$ cat config.mk
export PLATFORM = sky130hd
export DESIGN_NAME = fetch_stage
export DESIGN_NICKNAME = d
export VERILOG_FILES = /design/src/rtl/cpu_pkg.sv /design/src/rtl/fetch_stage_adder.sv /design/src/rtl/fetch_stage.sv
export SDC_FILE = /design/constraint.sdc
export NUM_CORES = 1
export LEC_CHECK = 0
export BUFFER_PORTS_ARGS = -buffer_cell sky130_fd_sc_hd__buf_2
export CAP_MARGIN = 20
export CORE_UTILIZATION = 47
export DETAILED_ROUTE_END_ITERATION = 16
export GPL_TIMING_DRIVEN = 1
export PLACE_DENSITY = 0.71
export SLEW_MARGIN = 20
export SYNTH_ARGS = -nofsm -noshare
export SYNTH_HDL_FRONTEND = slang
export SYNTH_SLANG_ARGS = --single-unit
$ cat constraint.sdc
create_clock -name clk -period 2.1 [get_ports clk]
set_clock_uncertainty 0.05 [all_clocks]
set_input_delay 0 -clock clk [delete_from_list [all_inputs] [get_ports clk]]
set_output_delay 0 -clock clk [all_outputs]
set_load 0.02 [all_outputs]
$ cat src/rtl/cpu_pkg.sv
// Shared CPU definitions: datapath width, fetch defaults, fetch FSM states
// and the IF/ID register layout.
package cpu_pkg;
   localparam int          XLEN         = 32;
   localparam logic [31:0] PC_INC_DEF   = 32'd4;
   localparam logic [31:0] RESET_PC_DEF = 32'h0000_0000;

   typedef enum logic [1:0] {
      S_BOOT,
      S_RUN,
      S_HOLD
   } fetch_state_t;

   typedef struct packed {
      logic [XLEN-1:0] pc;
      logic [XLEN-1:0] pc_plus4;
      logic [XLEN-1:0] instr;
   } if_id_t;
endpackage

$ cat src/rtl/fetch_stage_adder.sv
// 32-bit modular adder shared by the fetch stage; carry out is dropped.
module adder
   import cpu_pkg::*;
(
   input  logic [XLEN-1:0] op1,
   input  logic [XLEN-1:0] op2,
   output logic [XLEN-1:0] res
);
   assign res = op1 + op2;
endmodule

$ cat src/rtl/fetch_stage.sv
// Instruction-fetch stage: PC register, imem read issue, IF/ID register with
// a one-entry skid so a response never gets lost under decode backpressure.
module fetch_stage
   import cpu_pkg::*;
#(
   parameter logic [31:0] RESET_PC = RESET_PC_DEF,
   parameter logic [31:0] PC_INC   = PC_INC_DEF
) (
   input  logic        clk,
   input  logic        rst_n,
   output logic        imem_req,
   output logic [31:0] imem_addr,
   input  logic [31:0] imem_rdata,
   input  logic        redirect_valid,
   input  logic [31:0] redirect_pc,
   output logic        if_valid,
   input  logic        if_ready,
   output logic [31:0] if_pc,
   output logic [31:0] if_pc_plus4,
   output logic [31:0] if_instr
);
   fetch_state_t state;
   logic [31:0]  pc;
   logic [31:0]  next_pc;
   logic         inflight;
   logic [31:0]  tag;
   logic [31:0]  tag_plus4;
   if_id_t       if_id;
   if_id_t       skid;
   if_id_t       resp;
   logic         slot_free;

   adder u_adder (
      .op1 (pc),
      .op2 (PC_INC),
      .res (next_pc)
   );

   assign slot_free = !if_valid | if_ready;
   assign imem_addr = pc;
   assign imem_req  = (state == S_RUN) & slot_free & !redirect_valid;

   // The tag's successor is exactly the adder result at issue time, so it is
   // captured alongside the tag instead of needing a second adder.
   assign resp = '{pc: tag, pc_plus4: tag_plus4, instr: imem_rdata};

   assign if_pc       = if_id.pc;
   assign if_pc_plus4 = if_id.pc_plus4;
   assign if_instr    = if_id.instr;

   always_ff @(posedge clk or negedge rst_n) begin
      if (!rst_n) begin
         state     <= S_BOOT;
         pc        <= RESET_PC;
         inflight  <= 1'b0;
         tag       <= '0;
         tag_plus4 <= '0;
         if_valid  <= 1'b0;
         if_id     <= '0;
         skid      <= '0;
      end else if (redirect_valid) begin
         // In S_BOOT the pipeline is already empty, so the flush is a no-op.
         pc       <= {redirect_pc[31:2], 2'b00};
         if_valid <= 1'b0;
         skid     <= '0;
         inflight <= 1'b0;
         state    <= S_RUN;
      end else begin
         case (state)
            S_BOOT: state <= S_RUN;
            S_RUN: begin
               if (imem_req) begin
                  pc        <= next_pc;
                  tag       <= pc;
                  tag_plus4 <= next_pc;
               end
               inflight <= imem_req;
               if (inflight) begin
                  if (slot_free) begin
                     if_id    <= resp;
                     if_valid <= 1'b1;
                  end else begin
                     skid  <= resp;
                     state <= S_HOLD;
                  end
               end else if (if_ready) begin
                  if_valid <= 1'b0;
               end
            end
            S_HOLD: begin
               if (if_ready) begin
                  if_id <= skid;
                  skid  <= '0;
                  state <= S_RUN;
               end
            end
            default: state <= S_BOOT;
         endcase
      end
   end
endmodule
==> impl_metrics.csv, run 1 <==
group,metric,value,unit
outcome,run_status,"finished, final reports clean",
synth,synth-main-ff-cell,"sky130_fd_sc_hd__dfrtp_1",
routing,route.vias.total,10100,
synth,synth_top_cells_by_count,"sky130_fd_sc_hd__nand2_1 (437), sky130_fd_sc_hd__dfrtp_1 (280), sky130_fd_sc_hd__o21ai_0 (240)",
sta,tightest_slew,539,ps
sta,timing_hold_violations_final,0,
grt,grt_first_pass_wirelength,51200,um
sta,final-setup-viol-count,0,
floorplan,fp-row-count,59,
synth,number_of_enable_type_register_cells_in_the_synthesized_netlist,0,
synth,synthMostInstantiatedCell,"sky130_fd_sc_hd__nand2_1",
synth,syn_inst,1323,
hold_path,worstHoldPathType,"input pin to register",
final_layout,area.growth.synth_to_final,26.8,%
grt,track_usage,23.9,%
routing,drc,0,
routing,drt-total-wl,31900,um
critical_path,type_of_the_worst_setup_path,"register to output pin",
power,switching_share,30.8,%
sta,whs,151,ps
routing,detail_route.iter0.violations,802,
routing,met2WireLength,15000,um
critical_path,worstPathMaxFanout,10,
synth,post-synth-top-area-cell,"sky130_fd_sc_hd__dfrtp_1",
synth,warnings_synthesis,0,
sta,maxClockFrequency,496,MHz
routing,routed_wire_length_per_instance,16.5,um
clock_tree,tritoncts_clock_tree,"done",
final_layout,antenna_cells_inserted,0,
grt,grt_pass1_vias,9797,
critical_path,worst_ep_required,2050,ps
floorplan,floorplan.die_area,27000,um2
final_layout,multiInputGateArea,5000,um2
synth,synth.cell_area,12400,um2
routing,detail_route.vias_per_cell,5.22,
power,ir_worst_vdd,0.000686,V
final_layout,register_area,7010,um2
job,maxcap_viol_count,0,
final_layout,drive_above_1_share,20.2,%
critical_path,critical_path.endpoint_type,"output pin",
sta,final-max-slew-violation-count,0,
place,port-buffer-count,193,
final_layout,finish.cell_count_without_fillers,1931,
floorplan,floorplan.core_area,26000,um2
routing,ant_nets_after_route,0,
grt,number_of_antenna_violations_at_the_first_check_in_global_routing,0,
critical_path,crit_path_start_kind,"register",
clock_tree,worst_skew_pair.late_latency,550,ps
synth,postSynth.asyncResetShare,100,%
place,place_congestion,0.947,
synth,yosys.cell_types.count,41,
floorplan,die_w,164,um
routing,m1WireLength,14400,um
power,power_frac_seq,45.2,%
critical_path,worst_ep_arrival_time,1970,ps
routing,wl_met3,1840,um
final_layout,num-fill-cells,2194,
clock_tree,h-tree-depth,1,
final_layout,finish.net_count,1645,
floorplan,pin_count,198,
sta,final_min_period_over_clock_period,96.0,%
place,dpl.hpwl,20800,um
clock_tree,clock_path_buffers,3,
synth,yosysTopAreaCellShare,56.5,%
sta,rsz0062_at_grt,"no",
power,combPwrFrac,20.2,%
power,power.net_switching,4720,uW
sta,slew-limit-headroom,64.1,%
power,leakagePower,0.00720,uW
floorplan,floorplan.initialDensity,47.7,%
clock_tree,cts_made_buffers,30,
clock_tree,clk_transition_reported_paths,60,ps
final_layout,final_util,60.5,%
clock_tree,cts.repair_timing.setup_buffer_count,0,
sta,timing.setup.tns,0,ps
place,pre_cts_slack,151,ps
floorplan,die_y,164,um
power,power_density,974,nW/um2
sta,period_needed,2020,ps
power,internal_power,10600,uW
clock_tree,clock_sinks,280,
synth,synth_area_leaders,"sky130_fd_sc_hd__dfrtp_1 (57%), sky130_fd_sc_hd__nand2_1 (13%), sky130_fd_sc_hd__o21ai_0 (9.7%)",
routing,topRoutingLayerUsed,"met4",
synth,synth.yosys.seq_area_share,56.5,%
place,post-place-cells,1812,
power,power_frac_clock,34.6,%
sta,setup_slack,84.3,ps
grt,grt-ovfl-total,0,
routing,drt_first_pass_iters,7,
synth,syn_avg_cell_area,9.37,um2
grt,maximum_number_of_pins_on_one_net_before_global_route_repair,115,
synth,postSynthRegisterBits,280,
clock_tree,cts_root_buf,"sky130_fd_sc_hd__clkbuf_16",
power by group through the flow:
| stage | combinational, uW | sequential (uW) | clock, uW |
|---|---|---|---|
| global placement | 2940 | 6960 | 0 |
| floorplan | 1120 | 7520 | 0 |
| global route | 3450 | 7030 | 5620 |
| detailed placement | 3010 | 7000 | 0 |
| finish | 3100 | 6920 | 5300 |
| CTS | 3120 | 6910 | 5390 |
cells in the final DEF, fill, tap and decap left out, types with 8 or more instances in the layout:
cell,count
sky130_fd_sc_hd__clkbuf_16,31
sky130_fd_sc_hd__buf_4,49
sky130_fd_sc_hd__nor3_1,8
sky130_fd_sc_hd__nand2_1,437
sky130_fd_sc_hd__xor2_1,37
sky130_fd_sc_hd__buf_12,13
sky130_fd_sc_hd__o21ai_0,240
sky130_fd_sc_hd__dfrtp_1,276
sky130_fd_sc_hd__nand4_1,19
sky130_fd_sc_hd__dlygate4sd3_1,67
sky130_fd_sc_hd__xnor2_1,20
sky130_fd_sc_hd__mux2i_1,93
sky130_fd_sc_hd__nor2_1,12
sky130_fd_sc_hd__nand3_1,21
sky130_fd_sc_hd__buf_2,191
routing by layer:
| layer | up-vias | track usage [%] |
|---|---|---|
| li1 | 4880 | - |
| met1 | 4831 | 33.8 |
| met2 | 312 | 38.6 |
| met3 | 51 | 3.59 |
| met4 | 0 | 6.05 |
| met5 | - | 0 |
cell type report:
type,instances,share of cell area (%)
Clock inverter,10,0.859
Inverter,5,0.119
Tap cell,335,2.67
Multi-Input combinational cell,937,31.8
Clock buffer,42,5.45
Sequential cell,280,44.6
Timing Repair Buffer,322,14.5
timing repair:
item / in CTS / in global routing
endpoints found under the setup margin: 1 / 3
hold endpoints to repair: 380 / 0
hold buffers: 67 / 0
gates resized for setup: 4 / 4
cloned: 0 / 0
registers in the layout, indices dropped and copies added, names as in the netlist:
name and count:
tag 30, state 2, skid 93, if_valid 1
if_instr 32, if_pc 31, tag_plus4 30, if_pc_plus4 30
inflight 1, imem_addr 30
logic make-up after synthesis:
kind of cell | Yosys count | synth area share, %
compound gates | 252 | 10.3
other cells | 1 | 0.0302
fa+ha+maj | 1 | 0.101
simple gates | 530 | 17.7
flops | 280 | 56.5
buf+inv | 107 | 3.70
mux | 95 | 7.69
xor+xnor | 57 | 4.03
final timing paths:
path | start | endpoint | slack (ps) | cells after the start
worst max-delay path | state[1]$_DFFE_PN0P_ | imem_req | 80 | 5
worst min-delay path | redirect_pc[7] | imem_addr[7]$_DFFE_PN0P_ | 150 | 4
worst max register to register | imem_addr[2]$_DFFE_PN0P_ | imem_addr[27]$_DFFE_PN0P_ | 130 | 6
worst min register to register | if_instr[30]$_DFFE_PN0P_ | if_instr[30]$_DFFE_PN0P_ | 420 | 2
max in group asynchronous | rst_n | tag_plus4[19]$_DFFE_PN0P_ | 710 | 4
min in group asynchronous | rst_n | if_instr[16]$_DFFE_PN0P_ | 480 | 3
per-stage QoR:
stage                     area [um2]  power, uW
after floorplan                12400       8640
after global placement         14000       9900
after detailed placement       14000      10000
after CTS                      15700      15400
after global routing           15700      16100
final                          15700      15300
critical path, stage by stage, from the launching register on:
cell and delay (ps):
sky130_fd_sc_hd__dfrtp_1 410, sky130_fd_sc_hd__nand2b_4 200, sky130_fd_sc_hd__or3_4 410, sky130_fd_sc_hd__inv_2 110
sky130_fd_sc_hd__buf_6 150, sky130_fd_sc_hd__buf_4 150
(Power assumes the default switching activity.)
==> inputs of run 2 (changes only) <==
--- a/config.mk
+++ b/config.mk
@@ -5,10 +5,13 @@
 export SDC_FILE = /design/constraint.sdc
 export NUM_CORES = 1
 export LEC_CHECK = 0
+export ABC_AREA = 1
 export BUFFER_PORTS_ARGS = -buffer_cell sky130_fd_sc_hd__buf_2
 export CAP_MARGIN = 20
+export CORE_MARGIN = 2
 export CORE_UTILIZATION = 47
 export DETAILED_ROUTE_END_ITERATION = 16
+export GPL_ROUTABILITY_DRIVEN = 0
 export GPL_TIMING_DRIVEN = 1
 export PLACE_DENSITY = 0.71
 export SLEW_MARGIN = 20
==> run 2 against run 1 <==
Critical path depth is 1 higher. Sequential share of layout area is 0.58 points lower. Routed wire length is 14% higher. Register-to-register slack better by 110 ps. Setup slack better by 63 ps. Global-route usage is 1.6 points higher. Sequential cell count stayed put. Largest power group unchanged. Die area is 6.8% higher. Clock power is 4.5% higher. Area after synthesis is 4.4% higher. Highest routed layer unchanged.
==> impl_metrics.csv, run 2 <==
group,metric,value,unit
outcome,run_status,"finished, final reports clean",
synth,synth_top_cells_by_count,"sky130_fd_sc_hd__nand2_1 (808), sky130_fd_sc_hd__dfrtp_1 (280), sky130_fd_sc_hd__o21ai_0 (156)",
final_layout,multiInputGateArea,5070,um2
clock_tree,clk_transition_reported_paths,60,ps
grt,grt_first_pass_wirelength,58900,um
sta,rsz0062_at_grt,"no",
synth,synth-main-ff-cell,"sky130_fd_sc_hd__dfrtp_1",
grt,grt-ovfl-total,0,
synth,synth_area_leaders,"sky130_fd_sc_hd__dfrtp_1 (54%), sky130_fd_sc_hd__nand2_1 (23%), sky130_fd_sc_hd__o21ai_0 (6.0%)",
floorplan,die_w,170,um
power,internal_power,12600,uW
floorplan,floorplan.core_area,27000,um2
routing,detail_route.vias_per_cell,5.22,
sta,period_needed,1950,ps
synth,number_of_enable_type_register_cells_in_the_synthesized_netlist,0,
synth,synth.cell_area,12900,um2
synth,warnings_synthesis,0,
synth,syn_avg_cell_area,7.66,um2
final_layout,largest_register_ffs,93,
floorplan,floorplan.initialDensity,47.9,%
power,power_density,1260,nW/um2
clock_tree,cts_root_buf,"sky130_fd_sc_hd__clkbuf_16",
grt,number_of_antenna_violations_at_the_first_check_in_global_routing,0,
final_layout,register_area,7010,um2
clock_tree,clock_path_buffers,3,
synth,syn_inst,1690,
final_layout,finish.net_count,1979,
routing,drt_first_pass_iters,5,
routing,routed_wire_length_per_instance,16.1,um
grt,grt_pass1_vias,11200,
routing,detail_route.iter0.violations,1163,
final_layout,num-fill-cells,2437,
critical_path,worst_ep_required,2050,ps
grt,maximum_number_of_pins_on_one_net_before_global_route_repair,132,
clock_tree,cts.repair_timing.setup_buffer_count,0,
sta,tightest_slew,571,ps
power,switching_share,36.9,%
sta,final_min_period_over_clock_period,93.0,%
sta,final-max-slew-violation-count,0,
routing,drt-total-wl,36500,um
critical_path,crit_path_start_kind,"register",
final_layout,mostFrequentLayoutCell,"sky130_fd_sc_hd__nand2_1",
synth,synthMostInstantiatedCell,"sky130_fd_sc_hd__nand2_1",
synth,post-synth-top-area-cell,"sky130_fd_sc_hd__dfrtp_1",
power,power.net_switching,7380,uW
place,dpl.hpwl,23500,um
power,leakagePower,0.00833,uW
routing,ant_nets_after_route,0,
floorplan,fp-row-count,60,
routing,route.vias.total,11900,
final_layout,area.growth.synth_to_final,23.0,%
critical_path,worst_ep_arrival_time,1900,ps
place,pre_cts_slack,261,ps
sta,final-setup-viol-count,0,
power,power_frac_seq,41.8,%
synth,synth.yosys.seq_area_share,54.1,%
synth,postSynth.asyncResetShare,100,%
sta,slew-limit-headroom,61.9,%
final_layout,antenna_cells_inserted,0,
synth,yosys.cell_types.count,26,
final_layout,top_register,"skid",
sta,setup_slack,148,ps
hold_path,worstHoldPathType,"input pin to register",
floorplan,pin_count,198,
floorplan,die_y,170,um
power,combPwrFrac,30.6,%
clock_tree,cts_made_buffers,29,
clock_tree,clock_sinks,280,
place,port-buffer-count,193,
routing,drc,0,
clock_tree,worst_skew_pair.late_latency,550,ps
clock_tree,tritoncts_clock_tree,"done",
final_layout,layout_common_cells,"sky130_fd_sc_hd__nand2_1 (807), sky130_fd_sc_hd__dfrtp_1 (280), sky130_fd_sc_hd__buf_2 (192)",
power,power_frac_clock,27.7,%
floorplan,floorplan.die_area,28900,um2
clock_tree,h-tree-depth,1,
sta,maxClockFrequency,512,MHz
critical_path,worstPathMaxFanout,38,
grt,track_usage,25.5,%
synth,yosysTopAreaCellShare,54.1,%
sta,timing_hold_violations_final,0,
sta,whs,209,ps
final_layout,drive_above_1_share,15.0,%
critical_path,type_of_the_worst_setup_path,"register to output pin",
critical_path,critical_path.endpoint_type,"output pin",
synth,postSynthRegisterBits,280,
job,maxcap_viol_count,0,
sta,timing.setup.tns,0,ps
power,ir_worst_vdd,0.000859,V
==> run 2: cell types whose count changed in the layout (fill, tap and decap cells not counted), moves of 7 or more <==
cell,before,now
sky130_fd_sc_hd__clkbuf_8,4,11
sky130_fd_sc_hd__xnor2_1,20,4
sky130_fd_sc_hd__o21ai_1,7,48
sky130_fd_sc_hd__nor2_1,12,44
sky130_fd_sc_hd__nand2_1,437,807
sky130_fd_sc_hd__nand4_1,19,0
sky130_fd_sc_hd__o21ai_0,240,156
sky130_fd_sc_hd__inv_1,4,94
sky130_fd_sc_hd__buf_4,49,21
sky130_fd_sc_hd__nand3_1,21,124
sky130_fd_sc_hd__nor3_1,8,1
sky130_fd_sc_hd__xor2_1,37,4
sky130_fd_sc_hd__mux2i_1,93,0
==> run 2: final cells by class <==
class / instances / share of cell area [%]
repair buffers: 291 / 12.6
clock buffers: 42 / 5.56
multi-input cells: 1209 / 31.8
flip-flops and latches: 280 / 44.0
inverters: 99 / 2.36
well taps: 341 / 2.68
clock inverters: 10 / 0.943
==> run 2: logic make-up after synthesis <==
family / count (synthesis) / share of synthesized area [%]
AND/OR/NAND/NOR: 985 / 30.1
flip-flops: 280 / 54.1
AO/OA/AOI/OAI: 213 / 8.30
buffers and inverters: 202 / 6.77
XOR/XNOR: 8 / 0.541
adder cells (fa/ha/maj): 1 / 0.0967
other: 1 / 0.0290
==> run 2: path summary, 6_finish.rpt <==
kind                                     startpoint                   endpoint  slack [ps]  cells past startpoint
max                            state[0]$_DFFE_PN0P_                   imem_req         150                      6
min                                 redirect_pc[12]  imem_addr[12]$_DFFE_PN0P_         210                      4
max reg2reg                imem_addr[2]$_DFFE_PN0P_  tag_plus4[22]$_DFFE_PN0P_         240                      8
min reg2reg                    skid[65]$_DFFE_PN0P_       skid[65]$_DFFE_PN0P_         420                      2
max in group asynchronous                     rst_n  tag_plus4[29]$_DFFE_PN0P_         700                      4
min in group asynchronous                     rst_n    if_instr[0]$_DFFE_PN0P_         490                      3
==> run 2: stage by stage <==
step | power (uW) | utilization, % | cell area [um2] | instances
finish | 20000 | 58.9 | 15900 | 2272
detailed placement | 14400 | 52.6 | 14200 | 2154
CTS | 20100 | 58.9 | 15900 | 2272
floorplan | 12100 | - | 12900 | 1691
global route | 21300 | 58.9 | 15900 | 2272
global placement | 14300 | 52.6 | 14200 | 2154
==> run 2: timing repair <==
| action | 4_1_cts | 5_1_grt |
|---|---|---|
| resized for setup | 1 | 1 |
| endpoints found under the hold margin | 386 | 0 |
| hold buffers | 66 | 0 |
| endpoints found under the setup margin | 1 | 1 |
==> run 2: power by group through the flow <==
| stage | Combinational (uW) | Clock [uW] | Sequential (uW) |
|---|---|---|---|
| 2_1_floorplan | 2780 | 0 | 9350 |
| 3_3_place_gp | 5920 | 0 | 8350 |
| 3_5_place_dp | 6020 | 0 | 8410 |
| 4_1_cts | 6160 | 5630 | 8340 |
| 5_1_grt | 6830 | 5860 | 8570 |
| 6_report | 6120 | 5540 | 8360 |
==> run 2: metal layers <==
layer	up-vias	GRT usage, %	part of all wire [%]
li1	5715	-	-
met3	77	4.44	7.5
met1	5580	35.5	44
met2	485	40.2	45
met5	-	0	0
met4	0	9.59	3.6
==> run 2: critical path: stages (launching register included) <==
cell	delay, ps
sky130_fd_sc_hd__dfrtp_1	400
sky130_fd_sc_hd__inv_1	80
sky130_fd_sc_hd__nor2_2	110
sky130_fd_sc_hd__nand2_2	110
sky130_fd_sc_hd__nor2_4	160
sky130_fd_sc_hd__buf_8	250
sky130_fd_sc_hd__buf_2	220
==> inputs of run 3 (changes only) <==
--- a/config.mk
+++ b/config.mk
@@ -14,6 +14,7 @@
 export GPL_ROUTABILITY_DRIVEN = 0
 export GPL_TIMING_DRIVEN = 1
 export PLACE_DENSITY = 0.71
+export SETUP_SLACK_MARGIN = 0.3
 export SLEW_MARGIN = 20
 export SYNTH_ARGS = -nofsm -noshare
 export SYNTH_HDL_FRONTEND = slang
==> run 3 against run 2 <==
Cell count increased by 0.48%. Power rose by 1.7%. Die area is the same. Combinational power grew 4.7%. Clock-buffer cell count unchanged. Clock power is essentially flat. Largest cell class unchanged. Highest routed layer is now met5.
==> impl_metrics.csv, run 3 (synthesis results as in run 2) <==
group,metric,value,unit
outcome,run_status,"finished, final reports clean",
power,power_density,1260,nW/um2
power,leakagePower,0.00843,uW
routing,route.vias.total,12100,
routing,routed_wire_length_per_instance,16.8,um
final_layout,drive_above_1_share,16.3,%
routing,drt-total-wl,38500,um
routing,drc,0,
critical_path,worst_ep_arrival_time,1660,ps
sta,final-setup-viol-count,0,
grt,number_of_antenna_violations_at_the_first_check_in_global_routing,1,
clock_tree,h-tree-depth,1,
final_layout,antenna_cells_inserted,0,
grt,track_usage,26.0,%
sta,maxClockFrequency,583,MHz
place,dpl.hpwl,23500,um
routing,ant_nets_after_route,0,
final_layout,num-fill-cells,2413,
final_layout,finish.net_count,1990,
grt,grt_pass1_vias,11300,
floorplan,floorplan.initialDensity,47.9,%
sta,slew-limit-headroom,60.9,%
clock_tree,cts_root_buf,"sky130_fd_sc_hd__clkbuf_16",
sta,whs,203,ps
place,port-buffer-count,193,
place,placed_cell_area,14200,um2
sta,final_min_period_over_clock_period,81.7,%
sta,timing_hold_violations_final,0,
critical_path,crit_path_start_kind,"register",
routing,detail_route.iter0.violations,1284,
clock_tree,clock_path_buffers,3,
final_layout,largest_register_ffs,93,
final_layout,mostFrequentLayoutCell,"sky130_fd_sc_hd__nand2_1",
final_layout,final_cell_area,16200,um2
floorplan,die_y,170,um
grt,grt_first_pass_wirelength,60000,um
routing,drt_first_pass_iters,6,
clock_tree,clock_sinks,280,
final_layout,final_util,59.9,%
critical_path,type_of_the_worst_setup_path,"register to output pin",
hold_path,worstHoldPathType,"input pin to register",
floorplan,floorplan.core_area,27000,um2
floorplan,pin_count,198,
final_layout,register_area,7020,um2
final_layout,top_register,"skid",
clock_tree,clk_transition_reported_paths,60,ps
sta,period_needed,1710,ps
final_layout,multiInputGateArea,5100,um2
floorplan,floorplan.die_area,28900,um2
sta,rsz0062_at_grt,"yes",
floorplan,fp-row-count,60,
clock_tree,cts_made_buffers,29,
sta,final-max-slew-violation-count,0,
sta,timing.setup.tns,0,ps
critical_path,worstPathMaxFanout,6,
clock_tree,tritoncts_clock_tree,"done",
critical_path,worst_ep_required,2050,ps
grt,grt-ovfl-total,0,
final_layout,layout_common_cells,"sky130_fd_sc_hd__nand2_1 (807), sky130_fd_sc_hd__dfrtp_1 (268), sky130_fd_sc_hd__buf_2 (191)",
sta,tightest_slew,587,ps
routing,detail_route.vias_per_cell,5.29,
power,ir_worst_vdd,0.000864,V
power,total_power,20400,uW
critical_path,critical_path.endpoint_type,"output pin",
job,maxcap_viol_count,0,
floorplan,die_w,170,um
grt,maximum_number_of_pins_on_one_net_before_global_route_repair,132,
clock_tree,worst_skew_pair.late_latency,550,ps
final_layout,area.growth.synth_to_final,25.1,%
## run 3: cell count changes in the layout (fill, tap and decap cells not counted), sizes merged
cell / previous run / this run
buf: 225 / 232
clkbuf: 42 / 45
bufbuf: 0 / 1
## run 3: what timing repair did
| item | CTS | global route |
|---|---|---|
| pin swaps | 1 | 3 |
| resized for setup | 7 | 27 |
| endpoints found under the hold margin | 388 | 0 |
| hold buffers | 66 | 0 |
| buffers inserted | 1 | 5 |
| endpoints found under the setup margin | 85 | 126 |
| cloned | 2 | 3 |
## run 3: metrics by stage
stage / cells / setup WS (ps)
final: 2283 / 385
after global routing: 2283 / 227
after CTS: 2275 / 267
after detailed placement: 2154 / 261
after global placement: 2154 / 316
after floorplan: 1691 / 372
## run 3: worst paths after layout
kind / startpoint / to / slack, ps / cells past startpoint
max: state[0]$_DFFE_PN0P_ / imem_req / 390 / 6
min: redirect_pc[12] / imem_addr[12]$_DFFE_PN0P_ / 200 / 4
max reg2reg: if_valid$_DFFE_PN0P_ / skid[11]$_DFFE_PN0P_ / 400 / 6
min reg2reg: skid[65]$_DFFE_PN0P_ / skid[65]$_DFFE_PN0P_ / 420 / 2
max in group asynchronous: rst_n / imem_addr[16]$_DFFE_PN0P_ / 650 / 4
min in group asynchronous: rst_n / if_instr[0]$_DFFE_PN0P_ / 470 / 3
## run 3: area by class of cell
type	count	area share, %
Sequential cell	280	43.4
Multi-Input combinational cell	1209	31.5
Timing Repair Buffer	302	13.7
Clock buffer	42	5.46
Tap cell	341	2.64
Inverter	99	2.37
Clock inverter	10	0.928
## run 3: worst max-delay path, stage by stage, from the launching register on
cell                      delay [ps]
sky130_fd_sc_hd__dfrtp_1         420
sky130_fd_sc_hd__inv_2            70
sky130_fd_sc_hd__nor2_4          130
sky130_fd_sc_hd__nand2_4          80
sky130_fd_sc_hd__nor2_4          140
sky130_fd_sc_hd__buf_12          140
sky130_fd_sc_hd__buf_4           140
## run 3: metal layers
| metal | part of all wire, % | global-route usage [%] | vias up |
|---|---|---|---|
| met1 | 43 | 36.1 | 5746 |
| met4 | 2.9 | 8.51 | 2 |
| met5 | 0.034 | 0 | - |
| met2 | 46 | 41.9 | 506 |
| li1 | - | - | 5743 |
| met3 | 7.7 | 4.47 | 70 |
## run 3: where the power goes
part           switching [uW]  leakage (uW)  internal (uW)
registers                1180       0.00358           7200
clock network            2170      0.000519           3390
logic                    4200       0.00433           2210
